### src/rtl/life_grid.sv
// life_grid: Conway B3/S23 board store with a one-cell-per-clock generation engine and atomic commit.
// Define LIFE_TORUS_EN to wrap neighbour lookups around the grid edges; otherwise off-grid cells count as dead.
module life_grid #(
    parameter int ROWS  = 10,
    parameter int COLS  = 10,
    parameter int IDX_W = 7,
    parameter int GEN_W = 16
) (
    input  logic                   clka,
    input  logic                   stop,
    input  logic [1:0]             game_state,
    input  logic [IDX_W-1:0]       cell_idx,
    input  logic                   wr_en,
    input  logic                   wr_val,
    input  logic                   step_tick,
    output logic [ROWS*COLS-1:0]   board,
    output logic                   busy,
    output logic                   gen_done,
    output logic [GEN_W-1:0]       gen_count,
    output logic                   extinct
);
    localparam int N = ROWS * COLS;
    localparam logic [IDX_W:0]   N_EXT    = (IDX_W + 1)'(N);
    localparam logic [IDX_W-1:0] LAST_IDX = IDX_W'(N - 1);
    localparam logic [IDX_W-1:0] LAST_COL = IDX_W'(COLS - 1);

    typedef enum logic [1:0] {
        GS_STOP    = 2'b00,
        GS_PROGRAM = 2'b01,
        GS_RUN     = 2'b10,
        GS_PAUSE   = 2'b11
    } game_state_e;

    typedef enum logic [1:0] {
        ST_IDLE,
        ST_CALC,
        ST_COMMIT
    } state_e;

    state_e           state_q;
    logic [N-1:0]     board_q;
    logic [N-1:0]     shadow_q;
    logic [IDX_W-1:0] scan_q;
    logic [IDX_W-1:0] row_q;
    logic [IDX_W-1:0] col_q;
    logic             busy_q;
    logic             gen_done_q;
    logic [GEN_W-1:0] gen_count_q;

    logic [3:0]       nbr_cnt_d;
    logic             cell_d;

    // Row/column of the scanned cell are tracked as counters so no divider is needed.
    always_comb begin : nbr_count
        int               nr;
        int               nc;
        logic             valid;
        logic [IDX_W-1:0] nidx;
        nbr_cnt_d = '0;
        nr        = 0;
        nc        = 0;
        valid     = 1'b0;
        nidx      = '0;
        for (int dr = -1; dr <= 1; dr++) begin
            for (int dc = -1; dc <= 1; dc++) begin
                nr    = int'(row_q) + dr;
                nc    = int'(col_q) + dc;
                valid = !(dr == 0 && dc == 0);
`ifdef LIFE_TORUS_EN
                if (nr < 0)          nr = ROWS - 1;
                else if (nr >= ROWS) nr = 0;
                if (nc < 0)          nc = COLS - 1;
                else if (nc >= COLS) nc = 0;
`else
                if (nr < 0 || nr >= ROWS || nc < 0 || nc >= COLS) valid = 1'b0;
`endif
                nidx = IDX_W'(nr * COLS + nc);
                if (valid && board_q[nidx]) nbr_cnt_d = nbr_cnt_d + 4'd1;
            end
        end
        cell_d = board_q[scan_q] ? (nbr_cnt_d == 4'd2 || nbr_cnt_d == 4'd3)
                                 : (nbr_cnt_d == 4'd3);
    end

    always_ff @(posedge clka) begin
        if (stop) begin
            // NOTE: the shadow buffer is cleared too, so a fresh board never inherits stale generation data.
            state_q     <= ST_IDLE;
            board_q     <= '0;
            shadow_q    <= '0;
            scan_q      <= '0;
            row_q       <= '0;
            col_q       <= '0;
            busy_q      <= 1'b0;
            gen_done_q  <= 1'b0;
            gen_count_q <= '0;
        end else begin
            gen_done_q <= 1'b0;
            case (state_q)
                ST_IDLE: begin
                    if (game_state == GS_PROGRAM && wr_en && {1'b0, cell_idx} < N_EXT)
                        board_q[cell_idx] <= wr_val;
                    if (game_state == GS_RUN && step_tick) begin
                        state_q <= ST_CALC;
                        busy_q  <= 1'b1;
                        scan_q  <= '0;
                        row_q   <= '0;
                        col_q   <= '0;
                    end
                end
                ST_CALC: begin
                    if (game_state == GS_STOP) begin
                        state_q <= ST_IDLE;
                        busy_q  <= 1'b0;
                    end else begin
                        shadow_q[scan_q] <= cell_d;
                        if (scan_q == LAST_IDX) begin
                            state_q <= ST_COMMIT;
                        end else begin
                            scan_q <= scan_q + 1'b1;
                            if (col_q == LAST_COL) begin
                                col_q <= '0;
                                row_q <= row_q + 1'b1;
                            end else begin
                                col_q <= col_q + 1'b1;
                            end
                        end
                    end
                end
                ST_COMMIT: begin
                    state_q <= ST_IDLE;
                    busy_q  <= 1'b0;
                    if (game_state != GS_STOP) begin
                        board_q     <= shadow_q;
                        gen_count_q <= gen_count_q + 1'b1;
                        gen_done_q  <= 1'b1;
                    end
                end
                default: begin
                    state_q <= ST_IDLE;
                    busy_q  <= 1'b0;
                end
            endcase
        end
    end

    assign board     = board_q;
    assign busy      = busy_q;
    assign gen_done  = gen_done_q;
    assign gen_count = gen_count_q;
    assign extinct   = ~|board_q;

endmodule

### config.mk
export PLATFORM = sky130hd
export DESIGN_NAME = life_grid
export DESIGN_NICKNAME = d
export VERILOG_FILES = /design/src/rtl/life_grid.sv
export SDC_FILE = /design/constraint.sdc
export NUM_CORES = 1
export LEC_CHECK = 0
export CAP_MARGIN = 0
export CORE_MARGIN = 5
export CORE_UTILIZATION = 31
export DETAILED_ROUTE_END_ITERATION = 12
export REMOVE_ABC_BUFFERS = 1
export SKIP_CTS_REPAIR_TIMING = 1
export SLEW_MARGIN = 20
export SYNTH_ARGS = -nofsm -noshare
export SYNTH_HDL_FRONTEND = slang
export SYNTH_SLANG_ARGS = --single-unit
### constraint.sdc
create_clock -name clka -period 16 [get_ports clka]
set_input_delay 2.4 -clock clka [delete_from_list [all_inputs] [get_ports clka]]
set_output_delay 2.4 -clock clka [all_outputs]
set_load 0.005 [all_outputs]
==> impl_metrics.json, run 1 <==
{
  "synth_compound_area_share_pct": 18.8,
  "finClkSkew_ns": 0.0297,
  "final_util_pct": 36.1,
  "grt_use_total_pct": 23.0,
  "pwr-share-comb_pct": 10.2,
  "grt_pass1_wl_um": 127000,
  "endpoint_kind": "register",
  "reg2reg_from": "row_q[0]$_SDFFE_PP0P_",
  "dpl_cell_area_um2": 22300,
  "ys_ff_latch": 241,
  "seq_area_um2": 4830,
  "grt_pass1_vias": 19197,
  "endpoint": "shadow_q[28]$_SDFFE_PP0P_",
  "multi_input_area_um2": 14600,
  "yosysSeqAreaShare_pct": 23.9,
  "die_area_um2": 70300,
  "tns_ns": 0,
  "crit_required_ns": 16.41,
  "dp_hpwl_um": 58900,
  "hold_viol": 0,
  "rrSetupSlack_ns": 5.64,
  "synth_top_area_cell": "dfxtp_1",
  "switching_share_pct": 26.6,
  "wire_per_inst_um": 26.5,
  "h-tree-depth": 1,
  "firstDrtPassIters": 6,
  "syn_avg_cell_area_um2": 8.80,
  "drc_errors": 0,
  "ys_async_sr_fraction_pct": 0,
  "pre_cts_ws_ns": 5.78,
  "rsz0062_at_grt": "false",
  "max_cap_violations": 0,
  "dieWidth_um": 265,
  "status": "completed",
  "worst_pin_slew_ns": 1.18,
  "r2r-end": "shadow_q[28]$_SDFFE_PP0P_",
  "insertion_delay_ns": 0.58,
  "viasPerCell": 6.32,
  "power.net_switching_uw": 379,
  "cellLeakagePower_nw": 7.36,
  "synth.top_cell.area_share_pct": 23.9,
  "p_int_mw": 1.05,
  "r2r_cells": 32,
  "synth_cells": 2292,
  "hold_path_class": "reg2reg",
  "synth_cell_types": 81,
  "synth_xor_area_share_pct": 4.49,
  "cts-buffers-inserted": 29,
  "antenna_found_initial": 2,
  "synthTopCellsByCount": "302 x nor2_1, 248 x a21oi_1, 241 x dfxtp_1, 179 x mux4_2, 155 x nand2_1",
  "synth_edf_count": 0,
  "ctsRootBufferMaster": "clkbuf_16",
  "syn_area_um2": 20200,
  "grt_overflow": 0,
  "synth_flop_cell": "dfxtp_1",
  "path_class": "reg2reg",
  "fp.coreArea_um2": 64500,
  "vias": 20182,
  "maxSlewViolCount": 0,
  "start_kind": "register",
  "drt_wl_total_um": 84800,
  "synth.area.mux_share_pct": 22.4,
  "critPathArrivalTime_ns": 10.76,
  "synth_top_family_by_area": "multiplexers",
  "ant_nets": 0,
  "power_frac_seq_pct": 42.4,
  "globalplace.congestion": 0.974,
  "hold_ws_ns": 0.489,
  "yosysMostFrequentCell": "nor2_1",
  "layout_setup_ws_ns": 5.64,
  "final_nets": 2413,
  "diodes": 0,
  "cts.clk_slew.worst_paths_ns": 0.08,
  "post-route-period-util_pct": 64.7,
  "io_pins": 133,
  "slowest_delay_ns": 0.84,
  "syn2layout_area_growth_pct": 15.3,
  "n_fill_cell": 6572,
  "postLayoutCellArea_um2": 23300,
  "slowest_stage": "buf_4",
  "die_h_um": 265,
  "ir_worst_vdd_mv": 0.0663,
  "crit_path_start": "row_q[0]$_SDFFE_PP0P_",
  "drt_iter0_drc": 2901,
  "min_period_ns": 10.36,
  "clock_path_buffers": 3,
  "layout-drive-gt1-share_pct": 14.1,
  "fmax_ghz": 0.0966,
  "slew_headroom_pct": 21.5,
  "yosys_warnings": 0,
  "grt_max_degree": 113,
  "setup_viol": 0,
  "p_clk_share_pct": 47.4,
  "floorplan.initialDensity_pct": 31.3,
  "synth_area_leaders": "dfxtp_1 24%, mux4_2 20%, a21oi_1 6.2%",
  "num_rows": 93,
  "port_buffers": 132,
  "synthSimpleGateAreaFrac_pct": 20.4,
  "synthAdderAreaFrac_pct": 5.31,
  "cts_tree": "done",
  "power_density_nw_per_um2": 61.2,
  "cp_max_fo": 78,
  "cts_num_sinks": 241
}
-- how the worst min path moves through the flow --
| stage | startpoint | slack (ns) | cells after the start | to |
|---|---|---|---|---|
| global route | shadow_q[69]$_SDFFE_PP0P_ | 0.50 | 2 | shadow_q[69]$_SDFFE_PP0P_ |
| finish | shadow_q[19]$_SDFFE_PP0P_ | 0.49 | 2 | shadow_q[19]$_SDFFE_PP0P_ |
| CTS | shadow_q[23]$_SDFFE_PP0P_ | 0.49 | 2 | shadow_q[23]$_SDFFE_PP0P_ |
| floorplan | shadow_q[27]$_SDFFE_PP0P_ | 0.46 | 2 | shadow_q[27]$_SDFFE_PP0P_ |
| detailed placement | shadow_q[23]$_SDFFE_PP0P_ | 0.47 | 2 | shadow_q[23]$_SDFFE_PP0P_ |
| global placement | shadow_q[3]$_SDFFE_PP0P_ | 0.47 | 2 | shadow_q[3]$_SDFFE_PP0P_ |
-- area by class of cell --
type                    count  area share [%]
well taps                 855            4.60
multi-input cells        1824            62.6
flip-flops and latches    241            20.8
repair buffers            180            7.24
inverters                  44           0.710
clock inverters            10           0.468
clock buffers              41            3.62
-- registers in the layout, indices dropped and copies added, names as in the netlist --
name and cells:
board 100, busy 1, state_q 2, shadow_q 100, gen_count 16, col_q 7, row_q 7, gen_done 1
scan_q 7
-- stage by stage --
step	power [mW]	cells
CTS	1.43	3195
detailed placement	0.760	3144
global route	1.46	3195
global placement	0.758	3144
floorplan	0.702	2109
finish	1.42	3195
-- critical path: cells and delay by family (launching register included) --
kind	cells	cell delay, ns
fa+ha+maj	7	2.64
buf+inv	7	1.82
xor+xnor	4	1.80
mux	4	1.50
compound gates	6	1.05
flops	1	0.67
simple gates	4	0.56
-- per-layer routing --
layer,share of wire [%],wire length [um],GRT usage [%],vias to the layer above
li1,-,-,-,8772
met1,40,34000,30.9,9880
met2,45,38100,36.1,1264
met3,9.8,8340,4.74,262
met4,5.1,4340,9.62,4
met5,0.031,26,0,-
-- cells in the final DEF, fill, tap and decap left out, drive strengths merged, types with 14 or more instances in the layout --
cell / n
or3: 14
inv: 43
nand3b: 101
clkdlybuf4s50: 131
a21oi: 248
mux2: 15
o31ai: 107
nand2b: 29
xor2: 38
buf: 49
xnor2: 50
nor2: 302
ha: 68
mux4: 179
nor4: 34
nand4: 22
a211oi: 116
clkbuf: 41
o21ai: 34
nand3: 69
mux2i: 32
dfxtp: 241
nand2: 155
nor3: 50
-- power by group through the flow --
stage	Clock, mW	Sequential [mW]	Combinational, mW
after global placement	0	0.617	0.141
after CTS	0.682	0.604	0.143
after floorplan	0	0.621	0.0816
final	0.674	0.604	0.145
after global routing	0.708	0.604	0.153
after detailed placement	0	0.617	0.143
-- logic make-up (layout without fill, tap and decap cells) --
group | count (synthesis) | after routing
compound gates | 591 | 591
flops | 241 | 241
buf+inv | 227 | 275
simple gates | 835 | 835
xor+xnor | 93 | 93
fa+ha+maj | 79 | 79
mux | 226 | 226
Power figures use the tool's default switching activity.
==> inputs of run 2 (changes only) <==
Clock period 16 ns to 10.7 ns, I/O delays scaled along.
==> run 2 against run 1 <==
Cell count increased by 0.38%. First-iteration DRC count decreased by 5.5%. Combinational power increased by 49%. Sequential share of layout area decreased by 0.13 points. Critical path depth increased by 3. Global-route usage decreased by 0.18 points. Setup slack got worse by 4.7 ns. Register-to-register slack got worse by 4.7 ns. Flip-flop and latch count unchanged. Die area unchanged. Routed wire length decreased by 0.33%. Non-clock buffer count increased by 10.
==> impl_metrics.json, run 2 (same netlist as run 1, synthesis figures left out) <==
{
  "pwr-share-comb_pct": 10.1,
  "pre_cts_ws_ns": 1.12,
  "place_inst": 3153,
  "grt_busiest_layer": "met2",
  "ctsRootBufferMaster": "clkbuf_16",
  "io_pins": 133,
  "maxSlewViolCount": 0,
  "r2r_cells": 35,
  "cellLeakagePower_nw": 7.45,
  "post-route-period-util_pct": 91.0,
  "grt_use_total_pct": 22.8,
  "hold_ws_ns": 0.489,
  "grt_pass1_wl_um": 125000,
  "num_rows": 93,
  "grt_max_degree": 100,
  "fmax_ghz": 0.103,
  "die_h_um": 265,
  "dpl_cell_area_um2": 22400,
  "grt_pass1_vias": 18973,
  "n_fill_cell": 6525,
  "drt_iter0_drc": 2740,
  "cts_tree": "done",
  "postLayoutCellArea_um2": 23400,
  "p_clk_share_pct": 47.8,
  "firstDrtPassIters": 5,
  "die_area_um2": 70300,
  "port_buffers": 132,
  "floorplan.initialDensity_pct": 31.3,
  "setup_viol": 0,
  "insertion_delay_ns": 0.58,
  "crit_required_ns": 11.17,
  "diodes": 0,
  "worst_pin_slew_ns": 1.22,
  "r2r-end": "shadow_q[24]$_SDFFE_PP0P_",
  "cp_max_fo": 75,
  "power_density_nw_per_um2": 91.6,
  "hold_end": "shadow_q[69]$_SDFFE_PP0P_",
  "critPathMostFrequentCell": "ha_1",
  "cts-buffers-inserted": 29,
  "max_cap_violations": 0,
  "grt_overflow": 0,
  "final_util_pct": 36.3,
  "clock_path_buffers": 3,
  "dp_hpwl_um": 59300,
  "min_period_ns": 9.73,
  "power.net_switching_uw": 557,
  "globalplace.congestion": 0.992,
  "reg2reg_from": "row_q[0]$_SDFFE_PP0P_",
  "tns_ns": 0,
  "h-tree-depth": 1,
  "path_class": "reg2reg",
  "grtUsageMet1_pct": 30.7,
  "switching_share_pct": 26.0,
  "status": "completed",
  "syn2layout_area_growth_pct": 16.0,
  "start_kind": "register",
  "layout.cells.most_common": "nor2_1",
  "use_met3_pct": 4.22,
  "total_power_mw": 2.14,
  "antenna_found_initial": 0,
  "holdCritStartpoint": "shadow_q[69]$_SDFFE_PP0P_",
  "rrSetupSlack_ns": 0.97,
  "ant_nets": 0,
  "power_frac_seq_pct": 42.1,
  "met2_usage_pct": 36.0,
  "cts.clk_slew.worst_paths_ns": 0.06,
  "layout_setup_ws_ns": 0.966,
  "viasPerCell": 6.35,
  "endpoint_kind": "register",
  "hold_path_class": "reg2reg",
  "slowest_delay_ns": 0.80,
  "wire_per_inst_um": 26.4,
  "layout-drive-gt1-share_pct": 14.2,
  "fp.coreArea_um2": 64500,
  "finClkSkew_ns": 0.0222,
  "rsz0062_at_grt": "false",
  "multi_input_area_um2": 14500,
  "ir_worst_vdd_mv": 0.110,
  "finalNonFillerCells": 3207,
  "slew_headroom_pct": 18.7,
  "slowest_stage": "xor2_1",
  "critPathArrivalTime_ns": 10.20,
  "final_nets": 2423,
  "seq_area_um2": 4830,
  "drc_errors": 0,
  "hold_viol": 0,
  "layout_common_cells": "300 x nor2_1, 248 x a21oi_1, 238 x dfxtp_1",
  "dieWidth_um": 265,
  "drt_wl_total_um": 84500,
  "p_int_mw": 1.59,
  "min_path_cells": 2,
  "cts_num_sinks": 241,
  "vias": 20365
}
run 2: worst max path at each step:
stage                                from  cells after the start                         to  slack [ns]
finish              row_q[0]$_SDFFE_PP0P_                     35  shadow_q[24]$_SDFFE_PP0P_        0.97
global route        row_q[0]$_SDFFE_PP0P_                     35  shadow_q[24]$_SDFFE_PP0P_        0.32
CTS                 row_q[0]$_SDFFE_PP0P_                     35  shadow_q[24]$_SDFFE_PP0P_        1.09
detailed placement  row_q[0]$_SDFFE_PP0P_                     35  shadow_q[24]$_SDFFE_PP0P_        1.12
global placement    row_q[0]$_SDFFE_PP0P_                     37  shadow_q[18]$_SDFFE_PP0P_        1.43
floorplan           col_q[0]$_SDFFE_PP0P_                     32   shadow_q[0]$_SDFFE_PP0P_       -3.34
run 2: worst max-delay path, delay by kind of cell (launching register included):
| kind | cells | cell delay [ns] |
|---|---|---|
| simple gates | 4 | 0.60 |
| mux | 4 | 1.41 |
| xor+xnor | 3 | 1.36 |
| compound gates | 8 | 1.74 |
| fa+ha+maj | 9 | 2.75 |
| buf+inv | 7 | 0.98 |
| flops | 1 | 0.68 |
run 2: cell type report:
| type | count | area share, % |
|---|---|---|
| Tap cell | 855 | 4.57 |
| Clock buffer | 44 | 3.60 |
| Sequential cell | 241 | 20.6 |
| Inverter | 44 | 0.706 |
| Timing Repair Buffer | 190 | 7.78 |
| Clock inverter | 9 | 0.572 |
| Multi-Input combinational cell | 1824 | 62.1 |
run 2: metal layers:
metal	wire length (um)	vias to the layer above
met5	0	-
met4	4370	0
met3	7930	251
met2	38000	1267
met1	34300	10066
li1	-	8781
run 2: power groups by stage:
| stage | combinational [mW] | clock [mW] | sequential, mW |
|---|---|---|---|
| after floorplan | 0.122 | 0 | 0.928 |
| after global placement | 0.209 | 0 | 0.921 |
| after detailed placement | 0.212 | 0 | 0.922 |
| after CTS | 0.213 | 1.03 | 0.902 |
| after global routing | 0.229 | 1.07 | 0.902 |
| final | 0.216 | 1.03 | 0.902 |
